### config.mk
export PLATFORM = sky130hd
export DESIGN_NAME = decode_stage_pipe
export DESIGN_NICKNAME = d
export VERILOG_FILES = /design/src/rtl/decode_stage_pipe.sv
export SDC_FILE = /design/constraint.sdc
export NUM_CORES = 1
export LEC_CHECK = 0
export ABC_AREA = 0
export CAP_MARGIN = 20
export CORE_MARGIN = 8
export CORE_UTILIZATION = 52
export CTS_CLUSTER_DIAMETER = 200
export CTS_CLUSTER_SIZE = 24
export DETAILED_ROUTE_END_ITERATION = 12
export GPL_ROUTABILITY_DRIVEN = 1
export PLACE_DENSITY_LB_ADDON = 0.12
export SYNTH_ARGS = -nofsm -noshare
export SYNTH_HDL_FRONTEND = slang
export SYNTH_SLANG_ARGS = --single-unit
### constraint.sdc
create_clock -name clk -period 10.2 [get_ports clk]
set_clock_uncertainty 0.15 [all_clocks]
set_input_delay 2.04 -clock clk [delete_from_list [all_inputs] [get_ports clk]]
set_output_delay 2.04 -clock clk [all_outputs]
set_load 0.02 [all_outputs]
### src/rtl/decode_stage_pipe.sv
// Decode stage between fetch and register-read: splits an RV32/RV64 instruction into fields,
// immediate and register-use flags behind a 2-entry skid buffer. Optional macro: DECODE_ILLEGAL_CHECK_EN.
module decode_stage_pipe #(
  parameter int XLEN   = 32,
  parameter int REG_AW = 5
) (
  input  logic              clk,
  input  logic              rst,
  input  logic              flush,
  input  logic              in_valid,
  output logic              in_ready,
  input  logic [31:0]       in_instr,
  input  logic [XLEN-1:0]   in_pc,
  output logic              out_valid,
  input  logic              out_ready,
  output logic [XLEN-1:0]   out_pc,
  output logic [6:0]        out_opcode,
  output logic [2:0]        out_funct3,
  output logic [6:0]        out_funct7,
  output logic [REG_AW-1:0] out_rs1,
  output logic [REG_AW-1:0] out_rs2,
  output logic [REG_AW-1:0] out_rd,
  output logic [XLEN-1:0]   out_imm,
  output logic [2:0]        out_fmt,
  output logic              out_rd_we,
  output logic              out_rs1_used,
  output logic              out_rs2_used,
  output logic              out_illegal
);

  localparam logic [2:0] FMT_R    = 3'd0;
  localparam logic [2:0] FMT_I    = 3'd1;
  localparam logic [2:0] FMT_S    = 3'd2;
  localparam logic [2:0] FMT_B    = 3'd3;
  localparam logic [2:0] FMT_U    = 3'd4;
  localparam logic [2:0] FMT_J    = 3'd5;
  localparam logic [2:0] FMT_NONE = 3'd7;

  localparam logic [6:0] OP_REG = 7'b0110011;
  localparam logic [6:0] OP_IMM = 7'b0010011;

  typedef struct packed {
    logic [XLEN-1:0]   pc;
    logic [6:0]        opcode;
    logic [2:0]        funct3;
    logic [6:0]        funct7;
    logic [REG_AW-1:0] rs1;
    logic [REG_AW-1:0] rs2;
    logic [REG_AW-1:0] rd;
    logic [XLEN-1:0]   imm;
    logic [2:0]        fmt;
    logic              rd_we;
    logic              rs1_used;
    logic              rs2_used;
    logic              illegal;
  } bundle_t;

  function automatic logic [2:0] fmt_of(input logic [6:0] opc);
    case (opc)
      7'b0110011:                                              return FMT_R;
      7'b0010011, 7'b0000011, 7'b1100111, 7'b1110011, 7'b0001111: return FMT_I;
      7'b0100011:                                              return FMT_S;
      7'b1100011:                                              return FMT_B;
      7'b0110111, 7'b0010111:                                  return FMT_U;
      7'b1101111:                                              return FMT_J;
      default:                                                 return FMT_NONE;
    endcase
  endfunction

  // Build the 32-bit signed immediate, then let the sized cast sign-extend it to XLEN.
  function automatic logic [XLEN-1:0] imm_of(input logic [31:0] ins, input logic [2:0] fmt);
    logic signed [31:0] imm32;
    case (fmt)
      FMT_I:   imm32 = {{20{ins[31]}}, ins[31:20]};
      FMT_S:   imm32 = {{20{ins[31]}}, ins[31:25], ins[11:7]};
      FMT_B:   imm32 = {{19{ins[31]}}, ins[31], ins[7], ins[30:25], ins[11:8], 1'b0};
      FMT_U:   imm32 = {ins[31:12], 12'b0};
      FMT_J:   imm32 = {{11{ins[31]}}, ins[31], ins[19:12], ins[20], ins[30:21], 1'b0};
      default: imm32 = '0;
    endcase
    return XLEN'(imm32);
  endfunction

`ifdef DECODE_ILLEGAL_CHECK_EN
  function automatic logic illegal_of(input logic [31:0] ins, input logic [2:0] fmt);
    logic       bad;
    logic [2:0] f3;
    logic [6:0] f7;
    f3  = ins[14:12];
    f7  = ins[31:25];
    bad = (ins[1:0] != 2'b11) || (fmt == FMT_NONE);
    if (ins[6:0] == OP_REG) begin
      if (f7 != 7'h00 && f7 != 7'h20) bad = 1'b1;
      if (f7 == 7'h20 && f3 != 3'b000 && f3 != 3'b101) bad = 1'b1;
    end
    if (ins[6:0] == OP_IMM) begin
      if (f3 == 3'b001 && f7 != 7'h00) bad = 1'b1;
      if (XLEN == 32 && f3 == 3'b101 && f7 != 7'h00 && f7 != 7'h20) bad = 1'b1;
    end
    return bad;
  endfunction
`endif

  bundle_t dec;
  logic    legal;

  always_comb begin
    dec        = '0;
    legal      = 1'b1;
    dec.pc     = in_pc;
    dec.opcode = in_instr[6:0];
    dec.funct3 = in_instr[14:12];
    dec.funct7 = in_instr[31:25];
    dec.fmt    = fmt_of(in_instr[6:0]);
    dec.imm    = imm_of(in_instr, dec.fmt);
`ifdef DECODE_ILLEGAL_CHECK_EN
    dec.illegal = illegal_of(in_instr, dec.fmt);
    legal       = !dec.illegal;
`endif
    dec.rs1_used = legal && (dec.fmt inside {FMT_R, FMT_I, FMT_S, FMT_B});
    dec.rs2_used = legal && (dec.fmt inside {FMT_R, FMT_S, FMT_B});
    dec.rd_we    = legal && (dec.fmt inside {FMT_R, FMT_I, FMT_U, FMT_J}) && (in_instr[11:7] != 5'd0);
    dec.rs1      = dec.rs1_used ? in_instr[15 +: REG_AW] : '0;
    dec.rs2      = dec.rs2_used ? in_instr[20 +: REG_AW] : '0;
    dec.rd       = dec.rd_we    ? in_instr[7 +: REG_AW]  : '0;
  end

  // ---- skid buffer: main drives the outputs, skid only fills while main is stalled ----
  bundle_t main_q, main_d, skid_q, skid_d;
  logic    main_valid_q, main_valid_d, skid_valid_q, skid_valid_d;
  logic    accept, drain;

  assign in_ready = !skid_valid_q;
  assign accept   = in_valid && in_ready && !flush;
  assign drain    = main_valid_q && out_ready;

  always_comb begin
    main_valid_d = main_valid_q;
    skid_valid_d = skid_valid_q;
    main_d       = main_q;
    skid_d       = skid_q;
    if (flush) begin
      main_valid_d = 1'b0;
      skid_valid_d = 1'b0;
    end else if (!main_valid_q || drain) begin
      // skid being full implies in_ready=0, so no new accept can race with the refill
      if (skid_valid_q) begin
        main_d       = skid_q;
        main_valid_d = 1'b1;
        skid_valid_d = 1'b0;
      end else begin
        main_valid_d = accept;
        if (accept) main_d = dec;
      end
    end else if (accept) begin
      skid_d       = dec;
      skid_valid_d = 1'b1;
    end
  end

  always_ff @(posedge clk or posedge rst) begin
    if (rst) begin
      main_valid_q <= 1'b0;
      skid_valid_q <= 1'b0;
      main_q       <= '0;
      skid_q       <= '0;
    end else begin
      main_valid_q <= main_valid_d;
      skid_valid_q <= skid_valid_d;
      main_q       <= main_d;
      skid_q       <= skid_d;
    end
  end

  assign out_valid    = main_valid_q;
  assign out_pc       = main_q.pc;
  assign out_opcode   = main_q.opcode;
  assign out_funct3   = main_q.funct3;
  assign out_funct7   = main_q.funct7;
  assign out_rs1      = main_q.rs1;
  assign out_rs2      = main_q.rs2;
  assign out_rd       = main_q.rd;
  assign out_imm      = main_q.imm;
  assign out_fmt      = main_q.fmt;
  assign out_rd_we    = main_q.rd_we;
  assign out_rs1_used = main_q.rs1_used;
  assign out_rs2_used = main_q.rs2_used;
  assign out_illegal  = main_q.illegal;

endmodule

Yosys cells after proc, flatten, opt, wreduce, memory -nomap -nowiden
Cells that the tools add are included.
{ "totals": {"register_bits": 207, "latchBits": 0, "ramBits": 0, "romBits": 0, "input_bits": 69, "output_inout_bits": 105, "word_cells": 78, "n_memories": 0} }
{ "classes": {"add_sub_neg": 0, "multipliers": 0, "n_div": 0, "order_cmp": 0, "eq_ne": 16, "n_shift": 0, "muxes": 13, "bitwise_logic": 2, "reduce_logical": 20} }
{ "ops": {"columns": ["operator", "n"], "rows": [
  ["$mux 103", 2],
  ["$pmux 32 s5", 1],
  ["$eq 7x7->1 const B", 4],
  ["$eq 7x6->1 const B", 3],
  ["$pmux 3 s6", 1],
  ["$mux 5", 3],
  ["$eq 7x5->1 const B", 2],
  ["$reduce_bool 4->1", 2],
  ["$eq 7x2->1 const B", 1],
  ["$eq 7x4->1 const B", 1],
  ["$eq 3x2->1 const B", 2],
  ["$eq 3x3->1 const B", 2],
  ["$mux 1", 6],
  ["$reduce_and 3->1", 2],
  ["$reduce_bool 3->1", 2],
  ["$reduce_bool 5->1", 1],
  ["$reduce_or 5->1", 1],
  ["$logic_and 1x1->1", 4],
  ["$reduce_bool 2->1", 2],
  ["$eq 3x1->1 const B", 1],
  ["$logic_not 1->1", 3],
  ["$logic_not 3->1", 1],
  ["$not 1->1", 2],
  ["$reduce_or 2->1", 1],
  ["$logic_or 1x1->1", 1]
]} }

Depth between registers and ports, before layout
Gate-level depths: netlist (run 1).
{ "depth": {"depth_word": 9, "depth_mapped": 8, "depth_no_buf": 5} }

Least setup slack after synthesis (run 1)
No wires, ideal clock.
{ "synth_timing": {"kind": "input to register", "start": "input port in_instr[3]", "end": "register main_q (netlist bit out_imm[11])", "setup_time_ns": 0.135, "arrival_ns": 3.362, "required_time_ns": 9.915, "setup_slack_ns": 6.553, "path_stages": 6, "n_path_buf": 1, "cell_sequence": "buf_2 or4b_4 nor2_8 nand2_1 a221oi_2 o22ai_1"} }
{ "synth_between": {"elab_chain_cells": 7, "word_cells_on_any_way": 22, "classes_between": "eq/ne: 16; mux: 4; reduce/logical: 2"} }
{ "synth_lines": {"columns": ["item", "line", "rtl"], "rows": [
  ["start, declared", "12", "input logic [31:0] in_instr,"],
  ["$eq 7x5->1, or another cell as far along", "59", "case (opc)"],
  ["$reduce_or 5->1 or $reduce_or 2->1 (tied branches)", "59", null],
  ["$pmux 3 s6 *", "59", null],
  ["$eq 3x3->1, or another cell as far along", "73", "case (fmt)"],
  ["$pmux 32 s5 *", "73", null],
  ["$mux 103 *", "153", "if (accept) main_d = dec;"],
  ["$mux 103 *", "147", "if (skid_valid_q) begin"],
  ["end signal, assigned", "170", "main_q <= main_d;"],
  ["end, declared", "129", "bundle_t main_q, main_d, skid_q, skid_d;"]
]} }
Mark *: on every way between the ends. The rest lies on a longest branch, timed or not. The select of a mux whose other input is x is not followed.
A chain may end at the register's enable or synchronous reset.

Worst setup path in the final report (run 1)
{ "layout_timing": {"start": "input port out_ready", "end": "register skid_q[51] in the netlist's numbering"} }
{ "layout_between": {"elab_chain_cells": 4} }
{ "layout_lines": {"columns": ["item", "line", "rtl"], "rows": [
  ["start, declared", "15", "input logic out_ready,"],
  ["$logic_and 1x1->1", "135", "assign drain = main_valid_q && out_ready;"],
  ["$logic_or 1x1->1", "145", "end else if (!main_valid_q || drain) begin"],
  ["$not 1->1 (no source line)", null, null],
  ["$reduce_and 3->1 (no source line)", null, null],
  ["end signal, assigned", "171", "skid_q <= skid_d;"],
  ["end, declared", "129", null]
]} }
No other way between the ends.

==> results of run 1 <==
[report_power, final]
| group | leakage [nW] | total, mW | internal [mW] | switching, mW |
|---|---|---|---|---|
| sequential | 2.60 | 1.01 | 0.940 | 0.0707 |
| combinational | 2.06 | 0.436 | 0.200 | 0.236 |
| clock | 0.166 | 0.492 | 0.231 | 0.261 |
| total | 4.83 | 1.94 | 1.37 | 0.568 |
[layer usage]
metal  global-route usage (%)  wire (um)  vias to the layer above
met1                     28.5      10400                     3419
li1                         -          -                     3384
met5                        0          0                        -
met3                     6.08       1780                       19
met2                     33.9      10700                      188
met4                     3.31        237                        0
[placed cells by master (no fill, tap or decap), types with 7 or more instances in the layout]
master	count
sky130_fd_sc_hd__a211oi_1	10
sky130_fd_sc_hd__a211oi_2	10
sky130_fd_sc_hd__a21oi_1	40
sky130_fd_sc_hd__a22o_1	17
sky130_fd_sc_hd__a32oi_1	7
sky130_fd_sc_hd__and3_1	9
sky130_fd_sc_hd__buf_4	8
sky130_fd_sc_hd__clkbuf_16	13
sky130_fd_sc_hd__clkdlybuf4s50_1	172
sky130_fd_sc_hd__dfrtp_1	205
sky130_fd_sc_hd__mux2i_1	51
sky130_fd_sc_hd__nand2_1	263
sky130_fd_sc_hd__nor2_1	72
sky130_fd_sc_hd__nor3_1	22
sky130_fd_sc_hd__o21ai_0	74
[cell families (layout without fill, tap and decap cells)]
logic type / after synthesis / in the layout / share of synthesized area [%]
flops: 206 / 206 / 57.4
mux: 51 / 51 / 5.68
buf+inv: 68 / 198 / 3.41
other cells: 1 / 1 / 0.0417
simple gates: 391 / 391 / 18.2
compound gates: 205 / 205 / 15.3
[tightest hold or removal path, cell delays in order (launching register included)]
cell,delay (ns)
sky130_fd_sc_hd__dfrtp_1,0.35
sky130_fd_sc_hd__nand2_1,0.05
sky130_fd_sc_hd__nand2_1,0.05
[final timing paths]
path,to,cells after the start
setup / recovery,skid_q[51],7
hold / removal,skid_q[87],2
setup reg to reg,out_imm[27],6
hold reg to reg,skid_q[87],2
max in group asynchronous,skid_q[95],3
min in group asynchronous,skid_q[55],2
[layout make-up]
type	instances	area, um^2	area share [%]
sequential	206	5160	46.2
multi-input combinational	648	3550	31.8
timing repair buffer	181	1810	16.2
clock buffer	13	325	2.92
tap	225	282	2.52
inverter	3	18.8	0.168
clock inverter	1	11.3	0.101
[state kept, by name (all words and copies together) (netlist names), 3 cells and up]
name,count
skid_q,102
out_imm,32
out_pc,32
out_funct7,7
out_opcode,7
out_rd,5
out_rs1,5
out_rs2,5
out_fmt,3
out_funct3,3
[stage by stage]
step | instances | hold slack [ns] | area, um^2
after CTS | 1277 | 0.338 | 11200
after global placement | 1262 | 0.306 | 10800
after floorplan | 922 | 0.295 | 8990
after global routing | 1277 | 0.347 | 11200
after detailed placement | 1263 | 0.313 | 10800
final | 1277 | 0.333 | 11200
==> impl_summary.log, run 1 <==
[metrics] syn avg cell area: slightly below 10 um^2
[metrics] final max-slew violation count: 0
[metrics] clk buf depth: 3
[metrics] cts hold-fix bufs: 0
[metrics] final critical-path required period: about 4.5 ns
[metrics] share of layout cells above drive strength 1: under 10%
[metrics] detail-routed net length per standard cell: 18.1 um
[metrics] Highest Clock Rate: around 0.22 GHz
[metrics] CP Launch Point: out_ready
[metrics] final core utilization: about two thirds
[metrics] critical path endpoint category: flip-flop
[metrics] total routing resource utilization after global routing: about a fifth
[metrics] signed area change from the synthesized netlist to the final layout: 24.1%
[metrics] result of the run: finished clean
[metrics] Data required, critical path: ~10 ns
[metrics] maximum number of pins on one net before global-route repair: 130
[metrics] Synth Net Count: a little under 1000
[metrics] Leakage: between 4 and 5 nW
[metrics] overflow left after global routing: 0
[metrics] Final HPWL DP: 15200 um
[metrics] RePlAce Congestion: between 0.8 and 0.9
[metrics] Setup-failing EPs final: 0
[metrics] initial detailed-routing violation count: about 480
[metrics] Worst path slowest cell: sky130_fd_sc_hd__buf_4
[metrics] register bit count reported by yosys: ~210
[metrics] register area share after synthesis: 57.4%
[metrics] PnR worst setup slack: between 5 and 6 ns
[metrics] sum of negative setup slack: 0 ns
[metrics] number of instances in the synthesized netlist: ~900
[metrics] relative max-transition margin: a little under a third
[metrics] most used flip-flop cell after synthesis: sky130_fd_sc_hd__dfrtp_1
[metrics] number of synthesized flops with an enable pin: 0
[metrics] most used standard cell by instance count after synthesis: sky130_fd_sc_hd__nand2_1
[metrics] worst-case register-to-register setup slack: 7.12 ns
[metrics] clock transition at the register clock pins on the worst setup and hold paths after CTS: roughly 0.090 ns
[metrics] I/O pins: between 150 and 200
[metrics] root buffer cell: sky130_fd_sc_hd__clkbuf_16
[metrics] number of placement rows: 48
[metrics] cell type contributing the most total cell area after synthesis: sky130_fd_sc_hd__dfrtp_1
[metrics] worst r2r src: skid_valid_q
[metrics] area enclosed by the die boundary: 21700 um^2
[metrics] yosys synthesis warning count: 0
[metrics] global-route wire length before repair: approximately 38000 um
[metrics] Post-Route WL: ~23000 um
[metrics] vias: about 7000
[metrics] proportion of register bits with asynchronous set or reset after synthesis: 100%
[metrics] Clock H-tree levels: 1
[metrics] worst hold path class: reg -> reg
[metrics] number of buffer cells added on primary ports: about 170
[metrics] Inserted Clock Buffers: 12
[metrics] Critical Path, Cell by Cell: clkdlybuf4s50_1 -> nor2b_1 -> and3_2 -> buf_4 -> nand2_1 -> a21oi_1 -> a22o_1
[metrics] post-cts repair resize count: 0
[metrics] commonest cells in the synthesized netlist: sky130_fd_sc_hd__nand2_1, sky130_fd_sc_hd__dfrtp_1, sky130_fd_sc_hd__o21ai_0
[metrics] antenna violation net count after detailed routing: 0
[metrics] netlist area before placement: 8990 um^2
[metrics] Critical Setup Path Class: in -> reg
[metrics] DRC violations left: 0
[metrics] Die Ht: around 150 um
[metrics] power density normalized to cell area: around 170 nW/um^2
[metrics] initial antenna violation count: 0
[metrics] vias in the first global route: just over 7000
[metrics] Final Cycle Share: between 40% and 50%
[metrics] transition time at the pin with the least slew margin: roughly 1.0 ns
[metrics] x dimension of the die: roughly 150 um
[metrics] Placement Setup Slack: between 5 and 6 ns
[metrics] portion of synthesized cell area occupied by the leading cell type: between 50% and 60%
[metrics] maximum fanout along the worst path: 66
[metrics] Clock Latency Late Sink: between 0.4 and 0.5 ns
[metrics] family with the most delay on the worst path: buffers and inverters
[metrics] Crit path largest cell delay: 0.57 ns
[metrics] ant diodes: 0
[metrics] start point of the worst min-delay path: skid_q[87]
[metrics] Final Total Pwr: ~1.9 mW
[metrics] IR Drop Worst-Case VDD: about 0.00013 V
[metrics] via density per instance: 5.49
[metrics] CP bufs+invs: 2
[metrics] number of sinks handled by clock tree synthesis: between 200 and 250
[metrics] data arrival time of the critical path: roughly 4.8 ns
[metrics] buffer count from post-CTS setup fixing: 0
[metrics] effective utilization at floorplan: 52.5%
[metrics] Fill cells: ~1500
[metrics] area of the core: approximately 17000 um^2
[metrics] total of max-cap violations: 0
[metrics] unique cell type count in the Yosys netlist: 55
[metrics] Detailed Routing Iterations Pass 1: 5
[metrics] clock tree from TritonCTS: built
[metrics] setup repair after global routing missed its margin: no
[metrics] Critical Path Start Type: input pin
[metrics] Final Hold Viols: 0
[metrics] Final nets: approximately 1100
[metrics] dominant cells by area after synthesis: sky130_fd_sc_hd__dfrtp_1, sky130_fd_sc_hd__nand2_1, sky130_fd_sc_hd__mux2i_1, sky130_fd_sc_hd__o21ai_0, sky130_fd_sc_hd__nor2_1
(Power assumes the default switching activity.)
==> run 2: changes to the inputs <==
Settings changed: CORE_UTILIZATION 52 to 47.
Clock period 10.2 ns to 3.6 ns, I/O delays scaled along.
==> run 2 against run 1 <==
Cell area grew 1.5%. First-iteration DRC count shrank 3.4%. Cell count grew 2.0%. Sequential share of layout area shrank 0.69 points. Count of clock-buffer cells in the layout is the same. Global-route usage shrank 0.80 points. Utilization shrank 4.8 points. Critical path depth shrank 5. Clock power grew to 2.9 times the previous value. Wire length grew 4.3%. Non-clock buffer count grew 16. Critical path type is now reg -> out. Largest cell class unchanged. Highest routed layer unchanged.
==> impl_summary.log, run 2 (same netlist as run 1, synthesis figures left out) <==
[metrics] data arrival time of the critical path: a little over 2 ns
[metrics] post-cts repair resize count: 0
[metrics] vias in the first global route: 7249
[metrics] area occupied by registers: 5160 um^2
[metrics] Post-Route WL: approximately 24000 um
[metrics] signed area change from the synthesized netlist to the final layout: 26.0%
[metrics] area of the multi-input gates: around 3600 um^2
[metrics] register containing the most flip-flops in the final layout: skid_q
[metrics] total of max-cap violations: 0
[metrics] clk buf depth: 3
[metrics] CP bufs+invs: 2
[metrics] sum of negative setup slack: 0 ns
[metrics] via density per instance: between 5 and 6
[metrics] flip-flop count of the largest register, all copies and words added: between 100 and 150
[metrics] vias: just over 7000
[metrics] IR Drop Worst-Case VDD: 0.000309 V
[metrics] Final Hold Viols: 0
[metrics] cts hold-fix bufs: 0
[metrics] buffer count from post-CTS setup fixing: 0
[metrics] met3 Use GR: 6.32%
[metrics] Inserted Clock Buffers: 12
[metrics] RePlAce Congestion: 0.810
[metrics] initial detailed-routing violation count: between 400 and 500
[metrics] detail-routed net length per standard cell: about 19 um
[metrics] Leakage: roughly 4.9 nW
[metrics] Final Cycle Share: between 80% and 90%
[metrics] worst-case register-to-register setup slack: 1.06 ns
[metrics] most used cells in the layout excluding fill and tap cells: sky130_fd_sc_hd__nand2_1, sky130_fd_sc_hd__dfrtp_1, sky130_fd_sc_hd__clkdlybuf4s50_1
[metrics] maximum number of pins on one net before global-route repair: 66
[metrics] root buffer cell: sky130_fd_sc_hd__clkbuf_16
[metrics] clock transition at the register clock pins on the worst setup and hold paths after CTS: approximately 0.080 ns
[metrics] number of placement rows: 50
[metrics] setup repair after global routing missed its margin: no
[metrics] layer with the highest usage: met2
[metrics] DRC violations left: 0
[metrics] share of layout cells above drive strength 1: 6.09%
[metrics] worst hold path class: reg -> reg
[metrics] area of the core: about 19000 um^2
[metrics] transition time at the pin with the least slew margin: about 0.8 ns
[metrics] initial antenna violation count: 0
[metrics] Final nets: approximately 1100
[metrics] number of buffer cells added on primary ports: approximately 170
[metrics] final critical-path required period: 2.94 ns
[metrics] Crit path largest cell delay: between 0.8 and 0.9 ns
[metrics] effective utilization at floorplan: between 40% and 50%
[metrics] Fill cells: about 1600
[metrics] relative max-transition margin: around half
[metrics] antenna violation net count after detailed routing: 0
[metrics] family with the most delay on the worst path: flip-flops
[metrics] global-route wire length before repair: roughly 40000 um
[metrics] Data required, critical path: 2.73 ns
[metrics] area enclosed by the die boundary: between 20000 and 25000 um^2
[metrics] ant diodes: 0
[metrics] final max-slew violation count: 0
[metrics] Clock H-tree levels: 1
[metrics] Critical Setup Path Class: reg -> out
[metrics] Post-Layout Inst Area: 11300 um^2
[metrics] Highest Clock Rate: roughly 0.34 GHz
[metrics] Final HPWL DP: ~16000 um
[metrics] met1 Use GR: between 20% and 30%
[metrics] Detailed Routing Iterations Pass 1: 5
[metrics] I/O pins: ~170
[metrics] Cell Area, Placed: approximately 11000 um^2
[metrics] maximum fanout along the worst path: 35
[metrics] global-route track usage on met2: between 30 and 40%
[metrics] total routing resource utilization after global routing: a little over 20%
[metrics] overflow left after global routing: 0
[metrics] result of the run: finished clean
[metrics] Worst path slowest cell: sky130_fd_sc_hd__dfrtp_4
[metrics] most frequent standard cell in the layout excluding fill and tap cells: sky130_fd_sc_hd__nand2_1
[metrics] power density normalized to cell area: a little under 500 nW/um^2
[metrics] Clock Latency Late Sink: between 0.4 and 0.5 ns
[metrics] number of sinks handled by clock tree synthesis: between 200 and 250
[metrics] clock tree from TritonCTS: built
[metrics] Die Ht: approximately 150 um
[metrics] critical path endpoint category: output pin
[metrics] Critical Path, Cell by Cell: clkinv_1 -> clkdlybuf4s50_1
[metrics] x dimension of the die: about 150 um
[metrics] Critical Path Start Type: flip-flop
[metrics] Setup-failing EPs final: 0
## run 2: changes by cell type in the layout (fill, tap and decap cells not counted), sizes merged
| cell | change |
|---|---|
| inv | -1 |
| buf | +16 |
| clkinvlp | +1 |
## run 2: path summary, 6_finish.rpt
path	start	end	depth (start not counted)
worst max register to register	skid_valid_q	out_imm[18]	5
worst min-delay path	skid_q[80]	skid_q[80]	2
min in group asynchronous	rst	out_imm[26]	2
worst max-delay path	skid_valid_q	in_ready	2
max in group asynchronous	rst	skid_q[23]	3
worst min register to register	skid_q[80]	skid_q[80]	2
## run 2: cell type report
| type | instances | area share [%] |
|---|---|---|
| flip-flops and latches | 206 | 45.5 |
| multi-input cells | 648 | 31.4 |
| repair buffers | 197 | 17.4 |
| clock buffers | 13 | 2.87 |
| well taps | 234 | 2.59 |
| inverters | 3 | 0.133 |
| clock inverters | 1 | 0.0994 |
## run 2: per-stage QoR
step                      power [mW]  setup WS (ns)  instances  utilization [%]  hold slack, ns
after global placement          4.15          0.196       1287             58.5           0.307
after floorplan                 3.54         0.0577        922                -           0.295
after CTS                       5.61          0.607       1301             60.3           0.333
after detailed placement        4.18          0.108       1287             58.5           0.312
after global routing            5.83          0.550       1302             60.3           0.342
final                           5.53          0.664       1302             60.3           0.330
## run 2: layer usage
metal  part of all wire, %  routed length [um]
met3                   8.5                2060
met4                   1.7                 412
met1                    45               10900
met5                     0                   0
met2                    44               10700
## run 2: power by group
group          total, mW  leakage (nW)  internal [mW]  switching (mW)
Combinational       1.26          2.14          0.582           0.676
Clock               1.41         0.166          0.656           0.758
Sequential          2.86          2.60           2.66           0.197
## run 2: worst register-to-register path: cells and delay by family (launching register included)
kind | cells | cell delay, ns
flops | 1 | 0.71
simple gates | 3 | 1.03
compound gates | 1 | 0.19
buf+inv | 1 | 0.38
==> run 3: changes to the inputs <==
Settings changed: CORE_UTILIZATION 47 to 52.
Clock period 3.6 ns to 3.02 ns, I/O delays scaled along.
==> run 3 against run 2 <==
Hold slack hardly changed. Sequential power is 19% higher. First-iteration DRC count is 8.0% higher. Non-clock buffer count is 10 higher. Largest cell class unchanged. Combinational power is 21% higher. Sequential share of layout area is 0.47 points lower. Highest routed layer unchanged. Die area is 8.6% lower. Wire length is 2.9% lower. Largest power group unchanged. Cell count is 0.15% higher. Critical endpoint is now skid_q[32]. Cell area is 1.0% higher.
==> impl_summary.log, run 3 (same netlist as run 1, synthesis figures left out) <==
[metrics] overflow left after global routing: 0
[metrics] Setup-failing EPs final: 0
[metrics] number of sinks handled by clock tree synthesis: about 200
[metrics] effective utilization at floorplan: a little over half
[metrics] end point of the critical path: skid_q[32]
[metrics] setup repair after global routing missed its margin: no
[metrics] cts hold-fix bufs: 0
[metrics] post-cts repair resize count: 0
[metrics] final core utilization: between 60% and 70%
[metrics] relative max-transition margin: a little under a third
[metrics] clk buf depth: 3
[metrics] antenna violation net count after detailed routing: 0
[metrics] DRC violations left: 0
[metrics] clock tree from TritonCTS: built
[metrics] number of buffer cells added on primary ports: around 170
[metrics] worst-case register-to-register setup slack: approximately 0.77 ns
[metrics] final critical-path required period: about 2.6 ns
[metrics] result of the run: finished clean
[metrics] vias: about 7200
[metrics] sum of negative setup slack: 0 ns
[metrics] Final nets: approximately 1100
[metrics] CP Launch Point: in_instr[3]
[metrics] Inserted Clock Buffers: 12
[metrics] Critical Path Start Type: input pin
[metrics] critical path endpoint category: flip-flop
[metrics] signed area change from the synthesized netlist to the final layout: 27.3%
[metrics] total routing resource utilization after global routing: a little over a fifth
[metrics] endpoint of the lowest-slack register-to-register path: skid_q[32]
[metrics] buffer count from post-CTS setup fixing: 0
[metrics] Data required, critical path: between 3 and 4 ns
[metrics] register containing the most flip-flops in the final layout: skid_q
[metrics] most used cells in the layout excluding fill and tap cells: sky130_fd_sc_hd__nand2_1, sky130_fd_sc_hd__dfrtp_1, sky130_fd_sc_hd__clkdlybuf4s50_1
[metrics] I/O pins: between 150 and 200
[metrics] transition time at the pin with the least slew margin: 1.04 ns
[metrics] flip-flop count of the largest register, all copies and words added: 102
[metrics] vias in the first global route: slightly above 7000
[metrics] Die Ht: approximately 150 um
[metrics] total of max-cap violations: 0
[metrics] worst hold path class: reg -> reg
[metrics] Highest Clock Rate: 0.383 GHz
[metrics] data arrival time of the critical path: 2.76 ns
[metrics] global-route wire length before repair: about 40000 um
[metrics] Worst path slowest cell: sky130_fd_sc_hd__a31oi_1
[metrics] most frequent standard cell in the layout excluding fill and tap cells: sky130_fd_sc_hd__nand2_1
[metrics] root buffer cell: sky130_fd_sc_hd__clkbuf_16
[metrics] Final Total Pwr: between 6 and 7 mW
[metrics] RePlAce Congestion: 0.876
[metrics] power density normalized to cell area: ~580 nW/um^2
[metrics] ant diodes: 0
[metrics] via density per instance: ~5.5
[metrics] number of placement rows: 48
[metrics] Post-Route WL: roughly 23000 um
[metrics] Clock Latency Late Sink: ~0.47 ns
[metrics] initial antenna violation count: 0
[metrics] x dimension of the die: between 100 and 150 um
[metrics] final max-slew violation count: 0
[metrics] Leakage: roughly 5.0 nW
[metrics] maximum fanout along the worst path: 11
[metrics] IR Drop Worst-Case VDD: roughly 0.00052 V
[metrics] maximum number of pins on one net before global-route repair: between 100 and 150
[metrics] detail-routed net length per standard cell: 18.0 um
[metrics] Final Cycle Share: about 86%
[metrics] worst r2r src: out_valid
[metrics] initial detailed-routing violation count: just under 500
[metrics] clock transition at the register clock pins on the worst setup and hold paths after CTS: roughly 0.09 ns
[metrics] share of layout cells above drive strength 1: under 10%
[metrics] Detailed Routing Iterations Pass 1: 5
[metrics] Final HPWL DP: 16200 um
[metrics] Crit path largest cell delay: about 0.84 ns
[metrics] Critical Setup Path Class: in -> reg
[metrics] Final Hold Viols: 0
[metrics] area of the core: around 17000 um^2
[metrics] area enclosed by the die boundary: between 20000 and 25000 um^2
[metrics] number of cells on the worst reg-to-reg path: 4
[metrics] Clock H-tree levels: 1
[metrics] Critical Path, Cell by Cell: clkdlybuf4s50_1 -> nor3b_2 -> o21ai_2 -> nand3_4 -> a31oi_1 -> a21oi_1
[run 3: worst min-delay path by stage]
stage / cells past startpoint / end / from
finish: 2 / skid_q[86] / skid_q[86]
global route: 2 / skid_q[60] / skid_q[60]
CTS: 2 / skid_q[75] / skid_q[75]
detailed placement: 2 / skid_q[83] / skid_q[83]
global placement: 2 / skid_q[90] / skid_q[90]
floorplan: 2 / skid_q[1] / skid_q[1]
[run 3: where the power goes]
group | leakage, nW | internal, mW | switching, mW
Clock | 0.167 | 0.786 | 0.892
Combinational | 2.22 | 0.706 | 0.811
Sequential | 2.60 | 3.18 | 0.235
Total | 4.99 | 4.67 | 1.94
[run 3: stage by stage]
step           setup slack [ns]  std cells  hold WS [ns]  cell area (um^2)
5_1_grt                   0.242       1304         0.353             11400
4_1_cts                   0.469       1304         0.333             11400
2_1_floorplan            -0.406        922         0.295              8990
3_5_place_dp            -0.0182       1289         0.312             11100
3_3_place_gp             0.0896       1289         0.306             11100
6_report                  0.412       1304         0.330             11400
[run 3: critical path, delay by kind of cell]
family	cells	cell delay [ns]
and+or+nand+nor	2	0.35
AOI/OAI and AO/OA	3	1.23
buffers and inverters	1	0.58
[run 3: layout make-up]
type | count | area (um^2)
clock buffer | 14 | 329
clock inverter | 1 | 11.3
fill | 1379 | 5670
inverter | 3 | 15.0
multi-input combinational | 648 | 3550
sequential | 206 | 5160
tap | 225 | 282
timing repair buffer | 207 | 2100
[run 3: metal layers]
metal / part of all wire (%) / vias up / track usage, %
met5: 0 / - / 0
met4: 1.5 / 0 / 4.28
met3: 8.4 / 19 / 6.21
met2: 45 / 205 / 33.7
met1: 45 / 3510 / 29.6
li1: - / 3442 / -
